$ cat src/rtl/nibble_link_pkg.sv
// Shared definitions for the nibble link between the 24-bit serializer and
// the receive-side deframer.
//
// Contents:
//   WORD_W    - width of a link word
//   NIB_W     - width of one link nibble
//   N         - nibbles per word
//   NIB_ORDER - nibble ordering on the wire (most-significant nibble first)
//   cnt_width - helper sizing a counter that indexes nibbles of a word
package nibble_link_pkg;

  localparam int WORD_W = 24;
  localparam int NIB_W  = 4;
  localparam int N      = WORD_W / NIB_W;

  typedef enum logic {
    NIB_MSB_FIRST = 1'b0,
    NIB_LSB_FIRST = 1'b1
  } nib_order_e;

  // Both ends of the link agree on this ordering; the deframer is built for
  // MSB-first and shifts each new nibble in at the bottom of the word.
  localparam nib_order_e NIB_ORDER = NIB_MSB_FIRST;

  // A counter must be at least one bit wide even for a single-nibble word.
  function automatic int cnt_width(input int nibs);
    return (nibs > 1) ? $clog2(nibs) : 1;
  endfunction

endpackage

$ cat src/rtl/nibble_deframer_word_fifo.sv
// word_fifo: small show-ahead FIFO holding reassembled words.
//
// Ports:
//   clk, reset  - clock and asynchronous active-high reset
//   push        - request to write push_data
//   push_data   - word to write
//   pop_req     - downstream ready; only honoured when the FIFO is not empty
//   pop_data    - head-of-FIFO word, valid whenever valid=1
//   valid       - FIFO not empty
//   full        - FIFO holds DEPTH words
//   fill        - current occupancy (0..DEPTH)
//   dropped     - a push was refused this cycle because the FIFO was full
//
// DEPTH must be a power of two so the pointers can wrap by simple overflow.
module word_fifo #(
  parameter int WIDTH = 24,
  parameter int DEPTH = 4
) (
  input  logic                       clk,
  input  logic                       reset,
  input  logic                       push,
  input  logic [WIDTH-1:0]           push_data,
  input  logic                       pop_req,
  output logic [WIDTH-1:0]           pop_data,
  output logic                       valid,
  output logic                       full,
  output logic [$clog2(DEPTH):0]     fill,
  output logic                       dropped
);

  localparam int AW = (DEPTH > 1) ? $clog2(DEPTH) : 1;
  localparam logic [$clog2(DEPTH):0] DEPTH_CNT = ($clog2(DEPTH) + 1)'(DEPTH);

  logic [WIDTH-1:0]       mem [DEPTH];
  logic [AW-1:0]          rd_ptr;
  logic [AW-1:0]          wr_ptr;
  logic [$clog2(DEPTH):0] count;
  logic                   empty;
  logic                   do_pop;
  logic                   do_write;

  assign empty    = (count == '0);
  assign full     = (count == DEPTH_CNT);
  assign valid    = !empty;
  assign fill     = count;
  assign pop_data = mem[rd_ptr];

  // A pop from an empty FIFO is ignored. When full, a push only gets in if
  // the head leaves on the same edge; the write then lands in the slot the
  // head is vacating, since wr_ptr == rd_ptr when full.
  assign do_pop   = pop_req && !empty;
  assign do_write = push && (!full || do_pop);
  assign dropped  = push && full && !do_pop;

  // Pointer, occupancy and storage update; storage is cleared on reset so
  // the show-ahead output reads zero out of reset.
  always_ff @(posedge clk or posedge reset) begin
    if (reset) begin
      rd_ptr <= '0;
      wr_ptr <= '0;
      count  <= '0;
      for (int i = 0; i < DEPTH; i++) begin
        mem[i] <= '0;
      end
    end else begin
      if (do_write) begin
        mem[wr_ptr] <= push_data;
        wr_ptr      <= wr_ptr + AW'(1);
      end
      if (do_pop) begin
        rd_ptr <= rd_ptr + AW'(1);
      end
      case ({do_write, do_pop})
        2'b10:   count <= count + 1'b1;
        2'b01:   count <= count - 1'b1;
        default: count <= count;
      endcase
    end
  end

endmodule

$ cat src/rtl/nibble_deframer.sv
// nibble_deframer: reassembles MSB-first link nibbles into words, flags
// truncated frames and buffers complete words for the downstream decoder.
//
// Ports:
//   clk, reset - clock and asynchronous active-high reset
//   nib_in     - link nibble, sampled when enable=1
//   enable     - nibble-valid strobe from the link
//   out_data   - head-of-FIFO word (meaningful when out_valid=1)
//   out_valid  - at least one word buffered
//   out_ready  - downstream accepts the head word
//   busy       - a partial word is being assembled
//   frame_err  - one-cycle pulse when a frame ends before its last nibble
//   overflow   - sticky: a complete word was dropped on a full FIFO
//   fill       - FIFO occupancy
module nibble_deframer #(
  parameter int WORD_W     = nibble_link_pkg::WORD_W,
  parameter int NIB_W      = nibble_link_pkg::NIB_W,
  parameter int FIFO_DEPTH = 4
) (
  input  logic                          clk,
  input  logic                          reset,
  input  logic [NIB_W-1:0]              nib_in,
  input  logic                          enable,
  output logic [WORD_W-1:0]             out_data,
  output logic                          out_valid,
  input  logic                          out_ready,
  output logic                          busy,
  output logic                          frame_err,
  output logic                          overflow,
  output logic [$clog2(FIFO_DEPTH):0]   fill
);

  import nibble_link_pkg::*;

  localparam int NIBS  = WORD_W / NIB_W;
  localparam int CNT_W = cnt_width(NIBS);
  localparam logic [CNT_W-1:0] LAST_NIB = CNT_W'(NIBS - 1);

  logic [CNT_W-1:0]        cnt;
  logic [WORD_W-NIB_W-1:0] shift;
  logic [WORD_W-1:0]       word_next;
  logic                    word_done;
  logic                    fifo_full;
  logic                    fifo_dropped;

  // The incoming nibble always becomes the least-significant nibble, so the
  // first nibble of a frame has migrated to the top once the word is full.
  assign word_next = {shift, nib_in};
  assign word_done = enable && (cnt == LAST_NIB);
  assign busy      = (cnt != '0);

  // Nibble counting, shift register, truncation pulse and sticky overflow.
  // A gap in enable with a partial word in hand is a truncated frame: the
  // partial word is thrown away and counting restarts on the next nibble.
  always_ff @(posedge clk or posedge reset) begin
    if (reset) begin
      cnt       <= '0;
      shift     <= '0;
      frame_err <= 1'b0;
      overflow  <= 1'b0;
    end else begin
      frame_err <= 1'b0;
      if (enable) begin
        shift <= word_next[WORD_W-NIB_W-1:0];
        if (cnt == LAST_NIB) begin
          cnt <= '0;
        end else begin
          cnt <= cnt + 1'b1;
        end
      end else if (cnt != '0) begin
        frame_err <= 1'b1;
        cnt       <= '0;
        shift     <= '0;
      end
      if (fifo_dropped) begin
        overflow <= 1'b1;
      end
    end
  end

  word_fifo #(
    .WIDTH (WORD_W),
    .DEPTH (FIFO_DEPTH)
  ) u_word_fifo (
    .clk       (clk),
    .reset     (reset),
    .push      (word_done),
    .push_data (word_next),
    .pop_req   (out_ready),
    .pop_data  (out_data),
    .valid     (out_valid),
    .full      (fifo_full),
    .fill      (fill),
    .dropped   (fifo_dropped)
  );

  // Only the drop indication matters here; full is kept on the FIFO port
  // for other users of word_fifo.
  logic unused_full;
  assign unused_full = fifo_full;

endmodule

$ cat config.mk
export PLATFORM = sky130hd
export DESIGN_NAME = nibble_deframer
export DESIGN_NICKNAME = d
export VERILOG_FILES = /design/src/rtl/nibble_link_pkg.sv /design/src/rtl/nibble_deframer_word_fifo.sv /design/src/rtl/nibble_deframer.sv
export SDC_FILE = /design/constraint.sdc
export NUM_CORES = 1
export LEC_CHECK = 0
export CAP_MARGIN = 20
export CORE_AREA = 2 2 172 132
export CTS_CLUSTER_DIAMETER = 60
export DETAILED_ROUTE_END_ITERATION = 8
export DIE_AREA = 0 0 174 134
export GPL_TIMING_DRIVEN = 0
export PLACE_DENSITY = 0.48
export SETUP_SLACK_MARGIN = 0.02
export SLEW_MARGIN = 25
export SYNTH_ARGS = -nofsm -noshare
export SYNTH_HDL_FRONTEND = slang
export SYNTH_SLANG_ARGS = --single-unit
$ cat constraint.sdc
create_clock -name clk -period 10.1 [get_ports clk]
set_input_delay 2.02 -clock clk [delete_from_list [all_inputs] [get_ports clk]]
set_output_delay 2.02 -clock clk [all_outputs]
set_load 0.02 [all_outputs]
# After elaboration in Yosys (flattened, before gate mapping)
# Cells that the tools add are included.
# classes
addsub	5
magnitude_cmp	3
n_eq_ne	4
n_mux	14
bitwise_logic	2
reduce_logical	14
# ops
operator	n
96-bit bitwise mux	1
24-bit two-way mux	3
24-bit binary-select mux with 2-bit select	1
24-bit demux with 2-bit select	1
20-bit two-way mux	2
3-bit two-way mux	3
3-bit by 1-bit adder with 3-bit output, second input constant	2
3-bit == test, second input constant	2
3-bit greater-or-equal comparator, second input constant	2
1-bit logical AND	6
2-bit inverter with 3-bit output	2
3-bit case mux with 2 select lines	1
2-bit by 1-bit adder with 2-bit output, second input constant	2
2-bit nonzero test	2
1-bit logical NOT	3
3-bit logical NOT	1
3-bit by 1-bit < comparator with 1-bit output, second input constant	1
3-bit nonzero test	1
3-bit by 1-bit subtractor with 3-bit output, second input constant	1
2-bit by 1-bit == test with 1-bit output, second input constant	1
2-bit == test, second input constant	1
1-bit two-way mux	2
1-bit logical OR	1
# totals
reg_bits	128
input_bits	8
output_inout_bits	31
word_cells	53

# Longest topological paths before layout
# Gate-level depths: netlist of run 1.
# logic_depth
word_depth	7
mapped_depth	10
mapped_depth_nobuf	8

# Cells and area by module
# Synthesis of run 1 repeated with hierarchy kept, for this count alone.
# hier_totals
hier_cells	358
hier_area_um2	5657.9
# modules_own_cells
module	n_inst	cells_per_inst	area_per_inst_um2	seq_area_each_um2
word_fifo	1	273	4599.4	2577.5
nibble_deframer	1	85	1058.5	625.6

# Worst setup path after synthesis of run 1
# No wires, ideal clock.
# synth_timing
path_type	input-to-reg
start	in out_ready
end	reg u_word_fifo.count[2], in the netlist u_word_fifo.fill[2]
setup_time_ps	80
t_arrival_ps	3733
required_ps	10020
path_slack_ps	6288
path_stages	9
n_path_buf	1
path_cell_list	or4b_4 -> buf_6 -> nand2_1 -> ha_1 -> inv_1 -> fa_1 -> xor2_1 -> nor2_1 -> xor2_1
# synth_via
elab_chain_len	5
elab_cells_between_ends	7
classes_between	2 x eq/ne; 1 x mux; 4 x reduce/logical
# synth_rtl
item	line	source
start: declaration	nibble_deframer.sv:26	input logic out_ready,
1-bit logical AND (*)	nibble_deframer_word_fifo.sv:51	assign do_pop = pop_req && !empty;
1-bit logical OR	nibble_deframer_word_fifo.sv:52	assign do_write = push && (!full || do_pop);
1-bit logical AND	nibble_deframer_word_fifo.sv:52	
2-bit by 1-bit == test with 1-bit output / 2-bit == test (equally long branches)	nibble_deframer_word_fifo.sv:73	case ({do_write, do_pop})
3-bit case mux with 2 select lines / 2-bit nonzero test (equally long branches)	--	
end signal: assignment	nibble_deframer_word_fifo.sv:74	2'b10: count <= count + 1'b1;
end signal: assignment	nibble_deframer_word_fifo.sv:75	2'b01: count <= count - 1'b1;
end signal: assignment	nibble_deframer_word_fifo.sv:76	default: count <= count;
end: declaration	nibble_deframer_word_fifo.sv:37	logic [$clog2(DEPTH):0] count;
# Mark *: on every way between the ends. The rest lies on a longest branch, timed or not.
# A chain may end at the register's enable or synchronous reset.

# Worst setup path after layout of run 1
# layout_timing
start	reg u_word_fifo.rd_ptr[1]
end	out out_data[12]
# layout_via
elab_chain_len	4
# layout_rtl
item	line	source
start: declaration	nibble_deframer_word_fifo.sv:35	logic [AW-1:0] rd_ptr;
start signal: assignment	nibble_deframer_word_fifo.sv:71	rd_ptr <= rd_ptr + AW'(1);
2-bit inverter with 3-bit output (implied by the code)	nibble_deframer_word_fifo.sv:46	assign pop_data = mem[rd_ptr];
24-bit binary-select mux with 2-bit select	nibble_deframer_word_fifo.sv:46	
24-bit two-way mux (implied by the code) (2 in series)	nibble_deframer_word_fifo.sv:46	
end: declaration	nibble_deframer.sv:24	output logic [WORD_W-1:0] out_data,
# Every way passes these cells. The select of a mux whose other input is x is not followed.

==> results of run 1 <==
metal layers:
| layer | up-vias | global-route usage, % |
|---|---|---|
| li1 | 1443 | - |
| met1 | 1689 | 17.3 |
| met2 | 42 | 16.8 |
| met3 | 10 | 3.54 |
| met4 | 0 | 3.78 |
| met5 | - | 0 |
kinds of logic (layout without fill, tap and decap cells):
family | Yosys count | count (layout) | share of synthesized area (%)
AO/OA/AOI/OAI | 22 | 22 | 1.97
XOR/XNOR | 6 | 6 | 0.878
adder cells (fa/ha/maj) | 6 | 6 | 1.38
buffers and inverters | 31 | 101 | 4.45
flip-flops | 128 | 128 | 53.5
multiplexers | 124 | 124 | 32.8
AND/OR/NAND/NOR | 57 | 57 | 4.98
metrics by stage:
| stage | instance area, µm² | util, % |
|---|---|---|
| floorplan | 5980 | - |
| global placement | 6720 | 31.1 |
| detailed placement | 6760 | 31.2 |
| CTS | 7390 | 34.2 |
| global route | 7390 | 34.2 |
| finish | 7390 | 34.2 |
power breakdown:
part,leakage (µW),internal (µW),switching (µW)
Clock,0.000298,426,236
Combinational,0.00152,125,146
Sequential,0.00175,546,32.4
Total,0.00357,1100,415
final timing paths:
kind                                                    from                         endpoint  slack, ns  cells past startpoint
min                                     overflow$_DFFE_PP0P_             overflow$_DFFE_PP0P_       0.46                      1
min in group asynchronous                              reset  u_word_fifo.mem[59]$_DFFE_PP0P_       1.96                      2
max                        u_word_fifo.rd_ptr[1]$_DFFE_PP0P_                     out_data[12]       5.28                      4
max reg2reg                  u_word_fifo.fill[0]$_DFFE_PP0P_  u_word_fifo.fill[2]$_DFFE_PP0P_       7.70                      9
max in group asynchronous                              reset  u_word_fifo.fill[0]$_DFFE_PP0P_       7.39                      3
min reg2reg                             overflow$_DFFE_PP0P_             overflow$_DFFE_PP0P_       0.46                      1
cells in the mapped netlist:
cell type / n
buf_1: 1
ha_1: 5
dfrtp_1: 128
nor3_1: 1
nor2b_1: 2
or4b_4: 1
or3_2: 1
buf_12: 8
buf_6: 2
nor2_1: 3
mux2_2: 17
clkbuf_1: 8
mux4_2: 24
xnor2_1: 3
buf_2: 4
inv_1: 8
nand3_4: 4
mux2i_1: 3
and4b_1: 1
mux2_4: 80
a21o_1: 1
xor2_1: 3
and2_1: 1
nand2_1: 43
o21ai_0: 20
o31a_2: 1
fa_1: 1
state kept, by name, indices dropped and copies added (netlist names):
signal              flops
u_word_fifo.wr_ptr      2
frame_err               1
u_word_fifo.mem        96
u_word_fifo.fill        3
overflow                1
cnt                     3
u_word_fifo.rd_ptr      2
shift                  20
area by class of cell:
cell class / count / area, µm² / share of cell area [%]
Tap cell: 294 / 368 / 4.97
Timing Repair Buffer: 38 / 398 / 5.38
Sequential cell: 128 / 3200 / 43.3
Multi-Input combinational cell: 215 / 2510 / 34.0
Clock buffer: 19 / 453 / 6.13
Inverter: 8 / 37.5 / 0.508
Buffer: 23 / 236 / 3.20
Clock inverter: 13 / 185 / 2.50
==> flow_metrics.env, run 1 <==
export IMPL_synth_area_mm2=0.00598
export IMPL_rsz0062_at_grt="no"
export IMPL_synthCells=374
export IMPL_syn_to_final_growth_pct=23.6
export IMPL_pre_cts_ws_ns=5.66
export IMPL_io_pins=39
export IMPL_critical_path_top_delay_family="buffers and inverters"
export IMPL_h_tree_depth=4
export IMPL_p_leak_uw=0.00357
export IMPL_yosys_top_cells_area="dfrtp_1, mux2_4, mux4_2, mux2_2, nand2_1"
export IMPL_yosysTopAreaCell="dfrtp_1"
export IMPL_layout_commonest_cell="dfrtp_1"
export IMPL_hold_buffers=0
export IMPL_core_mm2=0.0216
export IMPL_critPathKind="reg2out"
export IMPL_wl_met3_um=411
export IMPL_routedWlPerCell_um=17.4
export IMPL_totalWireLength_um=12800
export IMPL_status="finished clean"
export IMPL_clk_path_buf_depth=2
export IMPL_rows=47
export IMPL_totalPowerFinal_uw=1510
export IMPL_vias=3184
export IMPL_critPathLaunchType="register"
export IMPL_finalSetupViolations=0
export IMPL_finalNonFillerCells=738
export IMPL_cp_slowest_stage_delay_ns=0.70
export IMPL_crit_buf_inv=3
export IMPL_port_buffers=37
export IMPL_first_pass_iters=4
export IMPL_cp_slowest_cell="clkbuf_1"
export IMPL_fin_crit_sh_pct=47.7
export IMPL_cts_sinks=128
export IMPL_crit_top_cell="clkbuf_1"
export IMPL_antenna_left=0
export IMPL_synth_cell_types=27
export IMPL_power_density_mw_per_mm2=204
export IMPL_syn_area_per_cell_um2=16.0
export IMPL_numCtsBuffers=17
export IMPL_synth_seq_cells=128
export IMPL_synthesis_nets=388
export IMPL_path_max_fanout=10
export IMPL_hp_class="reg2reg"
export IMPL_nets=445
export IMPL_whs_ns=0.461
export IMPL_hpwl_um=8120
export IMPL_crit_required_ns=8.08
export IMPL_grt_pass1_vias=3465
export IMPL_drc=0
export IMPL_grt_use_total_pct=11.9
export IMPL_root_buffer="clkbuf_16"
export IMPL_cts_resized=0
export IMPL_antenna_found_initial=0
export IMPL_dp_cells=706
export IMPL_synth_warnings=0
export IMPL_initial_core_util_pct=27.6
export IMPL_final_hold_violation_count=0
export IMPL_diodes=0
export IMPL_peakVddDrop_v=0.000140
export IMPL_grt_pass1_wl_um=20900
export IMPL_critPathArrivalTime_ns=2.80
export IMPL_clkTransAtPathRegs_ns=0.06
export IMPL_clock_skew_ns=0.00743
export IMPL_drive_above_1_share_pct=39.6
export IMPL_routed_via_density=4.31
export IMPL_setup_slack_ns=5.28
export IMPL_layout_min_cycle_time_ns=4.82
export IMPL_drv_slew=0
export IMPL_setup_tns_final_ns=0
export IMPL_n_fill_cell=2111
export IMPL_max_freq_mhz=207
export IMPL_worstMarginPinSlew_ns=0.860
export IMPL_fp_dieH_um=134
export IMPL_gp_congestion=0.694
export IMPL_final_cell_mix="dfrtp_1, mux2_4, nand2_1, clkdlybuf4s50_1, mux4_2"
export IMPL_grt_max_degree=95
export IMPL_slew_headroom_pct=42.7
export IMPL_critPathCaptureType="output port"
export IMPL_yosys_area_top_type_share_pct=53.5
export IMPL_routed_top_layer="met4"
export IMPL_dieArea_mm2=0.0233
export IMPL_seq_area_frac_synth_pct=53.5
export IMPL_clock_latency_ns=0.42
export IMPL_cts_setup_buffers=0
export IMPL_path_cells="clkbuf_1 > clkbuf_1 > mux4_2 > clkdlybuf4s50_1"
export IMPL_wl_met1_um=6640
export IMPL_drv_cap=0
export IMPL_gr_total_overflow=0
export IMPL_drtIter0Drc=153
export IMPL_dieWidth_um=174
export IMPL_wl_met2_um=5640
export IMPL_cts_tree="done"
Note: power is estimated with default switching activity, not from simulation.
==> inputs of run 2 (changes only) <==
Clock period 10.1 ns to 4.9 ns, I/O delays scaled along.
==> results of run 2 <==
The final DEF is identical to that of run 1. Status: finished clean.
Among the figures that moved: setup slack after placement 5.66 ns -> 1.50 ns; setup slack after layout 5.28 ns -> 1.12 ns; register-to-register setup slack 7.70 ns -> 2.50 ns; total power 1510 µW -> 3120 µW; worst IR drop on VDD 0.000140 V -> 0.000288 V
==> inputs of run 3 (changes only) <==
Clock period 4.9 ns to 3.64 ns, I/O delays scaled along.
==> run 3 against run 2 <==
Net effect: first-iteration DRC count grew 18%; core utilization is 0.32 points higher; combinational power rose by 40%; via count up 0.57%; clock skew increased by 0.0051 ns; cell count rose by 0.54%; setup slack lost 0.92 ns; largest cell class unchanged; highest routed layer unchanged.
==> flow_metrics.env, run 3 (synthesis gave the netlist of run 1 again) <==
export IMPL_largest_register="u_word_fifo.mem"
export IMPL_drv_slew=0
export IMPL_port_buffers=37
export IMPL_io_pins=39
export IMPL_cts_sinks=128
export IMPL_slew_headroom_pct=62.9
export IMPL_routedWlPerCell_um=17.5
export IMPL_syn_to_final_growth_pct=24.8
export IMPL_drtIter0Drc=180
export IMPL_critPathCaptureType="output port"
export IMPL_drc=0
export IMPL_totalWireLength_um=13000
export IMPL_crit_required_ns=2.91
export IMPL_nets=449
export IMPL_clock_latency_ns=0.42
export IMPL_r2r_cells=9
export IMPL_cts_setup_buffers=0
export IMPL_antenna_found_initial=0
export IMPL_critPathArrivalTime_ns=2.71
export IMPL_clock_skew_ns=0.0125
export IMPL_fp_dieH_um=134
export IMPL_peakVddDrop_v=0.000303
export IMPL_grt_pass1_vias=3522
export IMPL_status="finished clean"
export IMPL_dieWidth_um=174
export IMPL_gr_total_overflow=0
export IMPL_core_mm2=0.0216
export IMPL_hp_class="reg2reg"
export IMPL_drive_above_1_share_pct=40.6
export IMPL_setup_tns_final_ns=0
export IMPL_root_buffer="clkbuf_16"
export IMPL_layout_commonest_cell="dfrtp_1"
export IMPL_rows=47
export IMPL_cts_tree="done"
export IMPL_largest_reg_flops=96
export IMPL_drv_cap=0
export IMPL_power_density_mw_per_mm2=557
export IMPL_routed_via_density=4.32
export IMPL_antenna_left=0
export IMPL_critPathLaunchType="register"
export IMPL_vias=3202
export IMPL_finalSetupViolations=0
export IMPL_max_freq_mhz=291
export IMPL_postLayoutCoreUtil_pct=34.5
export IMPL_grt_max_degree=33
export IMPL_top_regs="u_word_fifo.mem: 96 flops, shift: 20 flops"
export IMPL_hpwl_um=8530
export IMPL_holdPathStages=1
export IMPL_grt_use_total_pct=12.0
export IMPL_initial_core_util_pct=27.6
export IMPL_fin_crit_sh_pct=94.6
export IMPL_path_max_fanout=10
export IMPL_layout_min_cycle_time_ns=3.44
export IMPL_totalPowerFinal_uw=4160
export IMPL_final_cell_mix="dfrtp_1, mux2_4, nand2_1, clkdlybuf4s50_1, mux4_2"
export IMPL_first_pass_iters=4
export IMPL_worstMarginPinSlew_ns=0.557
export IMPL_h_tree_depth=4
export IMPL_dieArea_mm2=0.0233
export IMPL_diodes=0
export IMPL_grt_pass1_wl_um=21200
export IMPL_numCtsBuffers=17
export IMPL_p_leak_uw=0.00361
export IMPL_final_hold_violation_count=0
export IMPL_critPathKind="reg2out"
export IMPL_clk_path_buf_depth=2
export IMPL_rsz0062_at_grt="no"
export IMPL_gp_congestion=0.669
export IMPL_clkTransAtPathRegs_ns=0.06
[run 3: cell types whose count changed in the layout (fill, tap and decap cells not counted), sizes merged]
cell / previous run / this run
buf: 16 / 19
bufinv: 4 / 3
clkbuf: 27 / 25
clkdlybuf4s15: 0 / 1
clkinv: 3 / 4
inv: 9 / 11
[run 3: routing by layer]
metal  vias to the layer above  global-route usage [%]  part of all wire (%)
li1                       1447                       -                     -
met1                      1697                    17.4                    52
met2                        49                    17.9                    45
met3                         9                    3.32                   3.2
met4                         0                    3.08                  0.63
met5                         -                       0                     0
[run 3: layout make-up]
| class | count | area [µm²] |
|---|---|---|
| clock buffers | 17 | 425 |
| inverters | 8 | 33.8 |
| clock inverters | 15 | 183 |
| repair buffers | 42 | 493 |
| fillers | 2112 | 14200 |
| flip-flops and latches | 128 | 3200 |
| plain buffers | 23 | 245 |
| well taps | 294 | 368 |
| multi-input cells | 215 | 2510 |
[run 3: path summary, 6_finish.rpt]
check / to / slack (ns) / startpoint
setup / recovery: out_data[4] / 0.20 / u_word_fifo.rd_ptr[1]$_DFFE_PP0P_
hold / removal: overflow$_DFFE_PP0P_ / 0.48 / overflow$_DFFE_PP0P_
setup reg to reg: u_word_fifo.fill[2]$_DFFE_PP0P_ / 1.23 / u_word_fifo.fill[0]$_DFFE_PP0P_
hold reg to reg: overflow$_DFFE_PP0P_ / 0.48 / overflow$_DFFE_PP0P_
max in group asynchronous: shift[18]$_DFFE_PP0P_ / 2.07 / reset
min in group asynchronous: u_word_fifo.mem[64]$_DFFE_PP0P_ / 0.71 / reset
[run 3: through the flow]
stage	instances	hold slack (ns)	setup WS (ns)	instance area (µm²)
detailed placement	710	0.449	0.366	6850
global route	742	0.506	0.118	7460
floorplan	374	0.474	1.12	5990
finish	742	0.480	0.198	7460
CTS	742	0.477	0.149	7460
global placement	705	0.469	0.118	6730
[run 3: what timing repair did]
item,4_1_cts,5_1_grt
resized for setup,3,0
hold buffers,0,0
endpoints found under the setup margin,14,0
[run 3: critical path: stages, from the launching register on]
cell and delay [ns]:
dfrtp_1 0.33, clkbuf_1 0.42, clkdlybuf4s15_2 0.57, mux4_2 0.42, clkdlybuf4s50_1 0.56
[run 3: report_power, final]
group | total [µW] | switching, µW | internal [µW]
Sequential | 1610 | 91.9 | 1520
Combinational | 782 | 419 | 363
Clock | 1770 | 683 | 1080
Total | 4160 | 1190 | 2960
